$ cat src/rtl/fifo_rd_drain.sv
// Drains a first-word-fall-through FIFO into a 2-entry buffer that feeds a valid/ready stream framed into BUR_LEN bursts.
// One cycle FIFO-to-stream; with m_ready low at most two words are popped before rinc stays low.
module fifo_rd_drain #(
  parameter int FIFO_WIDTH = 8,
  parameter int BUR_LEN    = 450,
  parameter int CNT_WIDTH  = 16
) (
  input  logic                  rclk,
  input  logic                  rrst,
  input  logic                  rempty,
  input  logic [FIFO_WIDTH-1:0] rdata,
  output logic                  rinc,
  input  logic                  enable,
  output logic                  m_valid,
  input  logic                  m_ready,
  output logic [FIFO_WIDTH-1:0] m_data,
  output logic                  m_last,
  output logic [CNT_WIDTH-1:0]  word_cnt,
  output logic [CNT_WIDTH-1:0]  burst_cnt,
  output logic                  busy
);

  typedef enum logic [1:0] {
    EMPTY = 2'd0,
    ONE   = 2'd1,
    TWO   = 2'd2
  } state_t;

  localparam logic [CNT_WIDTH-1:0] CNT_ONE  = CNT_WIDTH'(1);
  localparam logic [CNT_WIDTH-1:0] BEAT_MAX = CNT_WIDTH'(BUR_LEN - 1);

  state_t                  state;
  state_t                  state_nxt;
  logic [FIFO_WIDTH-1:0]   head;
  logic [FIFO_WIDTH-1:0]   tail;
  logic [CNT_WIDTH-1:0]    beat;
  logic                    pop_in;
  logic                    pop_out;
  logic                    last_beat;

  assign pop_in    = rinc;
  assign pop_out   = m_valid & m_ready;
  assign last_beat = (beat == BEAT_MAX);
  assign m_data    = head;
  assign m_last    = m_valid & last_beat;

  always_ff @(posedge rclk or posedge rrst) begin
    if (rrst) state <= EMPTY;
    else      state <= state_nxt;
  end

  always_comb begin
    state_nxt = state;
    case (state)
      EMPTY: if (pop_in) state_nxt = ONE;
      ONE: begin
        if (pop_in && !pop_out)      state_nxt = TWO;
        else if (!pop_in && pop_out) state_nxt = EMPTY;
      end
      TWO:     if (pop_out) state_nxt = ONE;
      default: state_nxt = EMPTY;
    endcase
  end

  // rinc is gated by rrst so nothing is popped while the buffer is held in reset.
  always_comb begin
    m_valid = (state != EMPTY);
    rinc    = enable & ~rempty & (state != TWO) & ~rrst;
    busy    = ~rrst & (m_valid | (enable & ~rempty));
  end

  // A new word goes to head when the buffer is (or is about to become) empty, else it queues in tail.
  always_ff @(posedge rclk or posedge rrst) begin
    if (rrst) begin
      head <= '0;
      tail <= '0;
    end else begin
      if (pop_in && (state == EMPTY || pop_out)) head <= rdata;
      else if (pop_in)                           tail <= rdata;
      else if (state == TWO && pop_out)          head <= tail;
    end
  end

  always_ff @(posedge rclk or posedge rrst) begin
    if (rrst) begin
      beat      <= '0;
      word_cnt  <= '0;
      burst_cnt <= '0;
    end else if (pop_out) begin
      word_cnt <= word_cnt + CNT_ONE;
      if (last_beat) begin
        beat      <= '0;
        burst_cnt <= burst_cnt + CNT_ONE;
      end else begin
        beat <= beat + CNT_ONE;
      end
    end
  end

endmodule

$ cat config.mk
export PLATFORM = sky130hd
export DESIGN_NAME = fifo_rd_drain
export DESIGN_NICKNAME = d
export VERILOG_FILES = /design/src/rtl/fifo_rd_drain.sv
export SDC_FILE = /design/constraint.sdc
export NUM_CORES = 1
export LEC_CHECK = 0
export CAP_MARGIN = 25
export CORE_UTILIZATION = 56
export DETAILED_ROUTE_END_ITERATION = 12
export GPL_TIMING_DRIVEN = 0
export PLACE_DENSITY = 0.94
export SYNTH_ARGS = -nofsm -noshare
export SYNTH_HDL_FRONTEND = slang
export SYNTH_SLANG_ARGS = --single-unit
$ cat constraint.sdc
create_clock -name rclk -period 8 [get_ports rclk]
set_clock_uncertainty 0.15 [all_clocks]
set_input_delay 2.4 -clock rclk [delete_from_list [all_inputs] [get_ports rclk]]
set_output_delay 2.4 -clock rclk [all_outputs]
set_load 0.1 [all_outputs]
==> results summary <==
The run finished with clean final reports. The area of the core came out at 0.00517 sq mm. The final routed wire length divided by cell count is 15.8 um. In the routed design, unresolved DRC markers number 0. The clock-pin transition on the worst setup and hold timing paths is 0.07 ns.

The final weighted congestion of routability-driven global placement is 0.798. The startpoint of the worst setup timing path is rempty. The class of the worst hold path is flop to flop.

Setup repair after global routing left no endpoint under its margin. For the worst-skew pair, the clock arrives at the later sink with an insertion delay of 0.34 ns. The antenna cell count came out at 0.

The Yosys warning count is 0. The proportion of synthesized flip-flops having asynchronous set or reset came out at 1.00. In this run the static leakage power is 1.66 nW. The tightest hold path in the finished design has a slack of 0.316 ns. The worst path required time is 5.45 ns. Across every metal layer, demand over resource in global routing totals 0.252. Summed over all failing endpoints, the final setup total negative slack is 0 ns.

The share of final-layout standard cells stronger than drive strength 1 came out at 0.154. The initial standard-cell utilization of the core came out at 0.589. The commonest cells after synthesis are sky130_fd_sc_hd__dfrtp_1, sky130_fd_sc_hd__xnor2_1, sky130_fd_sc_hd__mux2_2, sky130_fd_sc_hd__nand2_1, sky130_fd_sc_hd__nand3_1. The CTS tree is built.

The via-per-instance ratio came out at 5.64. STA classifies the critical path endpoint as an output pin. The arrival time reported for the critical path endpoint came out at 4.55 ns. The total number of nets in the final design came out at 345.

The post-layout worst setup margin came out at 0.902 ns. The count of TritonRoute iterations in the first routing pass is 4. The width of the die is 75.7 um. The maximum number of pins on one net before global-route repair is 39. Counting the fill cells in the layout gives 333. The post-route minimum period came out at 7.10 ns. The via count of the first global-routing pass came out at 2178. The layout overhead on the synthesized area came out at 27.3%.

The post-placement cell count came out at 386. The number of library cell types mapped by synthesis is 39. The final HPWL from detailed placement is 4490 um. Of all cell types, the one taking the most synthesized area is sky130_fd_sc_hd__dfrtp_1. For this run, the leading register cell type out of synthesis is sky130_fd_sc_hd__dfrtp_1. The share of Yosys cell area claimed by the top area cell type came out at 0.543. The slew at the pin with the worst max-slew slack came out at 0.997 ns. The initial antenna violation count is 0. The final hold violation count was 0. The number of levels the H-tree was split into is 3. The routed via count came out at 2261.

The share of the clock period used by the worst path came out at 0.887. The utilization after layout came out at 0.749. The total of hold buffers inserted after clock tree synthesis is 0.

The critical path is of the primary input to output pin type. The startpoint of the most critical hold path is word_cnt[15]$_DFFE_PP0P_. The cell count after synthesis is 260. The clock tree buffer depth came out at 2. The count of flip-flops with a built-in enable after synthesis is 0. In the final layout, the multi-input gates occupy 0.00133 sq mm. The cell with the most instances after synthesis is sky130_fd_sc_hd__dfrtp_1. The summed instance area of the synthesized netlist came out at 0.00304 sq mm.

The number of standard cells in the final layout excluding fillers came out at 401. The worst slack at placement is 0.908 ns. The first-pass GRT wire length came out at 10400 um. The clock drives 66 sinks. The net count after synthesis is 278. The synthesized design contains 66 register bits. Headroom to the max-slew limit came out at 0.333. The start of the worst register-to-register path is beat[1]$_DFFE_PP0P_. The count of buffers inserted at the top-level ports came out at 55. Once the clock tree was built, the resizer swapped 0 gates to a different size. The standard-cell row count is 26. The initial DRC count came out at 118. The clock root buffer master is sky130_fd_sc_hd__clkbuf_8.

The sequential share of the synthesized area came out at 0.543. The die outline area came out at 0.00574 sq mm. The total power divided by cell area is 303 mW/mm^2.

The final routed wirelength across all metal layers came out at 6350 um. STA classifies the critical path startpoint as a primary input. The number of placed I/O pins is 57. The total congestion overflow after global routing is 0. The post-CTS setup-driven buffer insertion count came out at 0. The final-report setup violation count came out at 0. After synthesis, the cell types taking the most area are sky130_fd_sc_hd__dfrtp_1, sky130_fd_sc_hd__xnor2_1, sky130_fd_sc_hd__mux2_2, sky130_fd_sc_hd__nand3_1, sky130_fd_sc_hd__xor2_1.

The highest attainable clock frequency came out at 141 MHz. The final number of max-transition violations is 0. The synthesized area per cell came out at 11.7 sq um. The count of antenna-violating nets left after detailed routing is 0.

The number of buffers created by CTS is 9. The largest voltage drop on the vdd net came out at 0.215 mV. Across the run, the number of max-cap violations was 0. The maximum fanout count along the critical path is 4.

The chip height is 75.7 um. The register area is 0.00165 sq mm.
## placed cells by master (no fill, tap or decap), types with 2 or more instances in the layout
cell type                         synthesis  layout
sky130_fd_sc_hd__nor2_1                  12      12
sky130_fd_sc_hd__nand3_1                 18      18
sky130_fd_sc_hd__buf_6                    2       2
sky130_fd_sc_hd__or2_2                    2       2
sky130_fd_sc_hd__nand2_1                 22      22
sky130_fd_sc_hd__clkdlybuf4s50_1          0      55
sky130_fd_sc_hd__clkbuf_1                 1       3
sky130_fd_sc_hd__and3_1                   6       6
sky130_fd_sc_hd__or4_4                    2       2
sky130_fd_sc_hd__and2_1                   2       2
sky130_fd_sc_hd__ha_1                     5       5
sky130_fd_sc_hd__a21oi_1                  2       2
sky130_fd_sc_hd__clkbuf_8                 0      11
sky130_fd_sc_hd__xnor2_1                 33      33
sky130_fd_sc_hd__xor2_1                  10      10
sky130_fd_sc_hd__inv_1                    8       7
sky130_fd_sc_hd__nor4_1                   2       2
sky130_fd_sc_hd__nand4_1                 11      11
sky130_fd_sc_hd__mux2_2                  24      24
sky130_fd_sc_hd__nor3_1                  12      12
sky130_fd_sc_hd__dfrtp_1                 66      66
## layer usage
metal | share of wire | GRT usage | up-vias
li1 | - | - | 1043
met1 | 0.42 | 0.320 | 1141
met2 | 0.52 | 0.415 | 63
met3 | 0.044 | 0.0450 | 14
met4 | 0.022 | 0.134 | 0
met5 | 0 | 0 | -
## cells by family (layout without fill, tap and decap cells)
group | after synthesis | in the layout | synth area share
and+or+nand+nor | 99 | 99 | 0.177
DFF | 66 | 66 | 0.543
xor gates and xnor gates | 43 | 43 | 0.124
muxes | 25 | 25 | 0.0937
buffers and inverters | 12 | 83 | 0.0201
AOI/OAI and AO/OA | 10 | 10 | 0.0226
adders and majority gates | 5 | 5 | 0.0206
## critical path, stage by stage
cell,delay (ns)
sky130_fd_sc_hd__clkdlybuf4s50_1,0.39
sky130_fd_sc_hd__nand2b_1,0.17
sky130_fd_sc_hd__nor3_1,0.37
sky130_fd_sc_hd__clkdlybuf4s50_1,1.22
## worst paths after layout
kind	endpoint	slack, ns	cells after the start
min in group asynchronous	m_data[6]$_DFFE_PP0P_	2.38	2
worst max register to register	burst_cnt[1]$_DFFE_PP0P_	5.39	7
worst max-delay path	rinc	0.90	4
worst min-delay path	word_cnt[15]$_DFFE_PP0P_	0.32	1
worst min register to register	word_cnt[15]$_DFFE_PP0P_	0.32	1
max in group asynchronous	burst_cnt[9]$_DFFE_PP0P_	4.72	3
## report_power, final
group	internal, mW	total [mW]	switching, mW	leakage (nW)
sequential	0.399	0.462	0.0636	0.863
combinational	0.136	0.465	0.329	0.710
clock	0.127	0.248	0.121	0.0855
## through the flow
stage	area [sq um]	power (mW)
floorplan	3040	0.816
global placement	3680	0.915
detailed placement	3700	0.933
CTS	3870	1.18
global route	3870	1.22
finish	3870	1.18
## cell type report
type                            count  area share
Tap cell                           70      0.0226
Buffer                              4     0.00807
Timing Repair Buffer               56       0.147
Multi-Input combinational cell    182       0.344
Clock inverter                      2     0.00323
Clock buffer                       13      0.0410
Sequential cell                    66       0.426
Inverter                            8     0.00775
## registers in the layout (all words and copies together) (netlist names)
name and flops:
state 2, word_cnt 16, burst_cnt 16, m_data 8
tail 8, beat 16
Note: power is estimated with default switching activity, not from simulation.
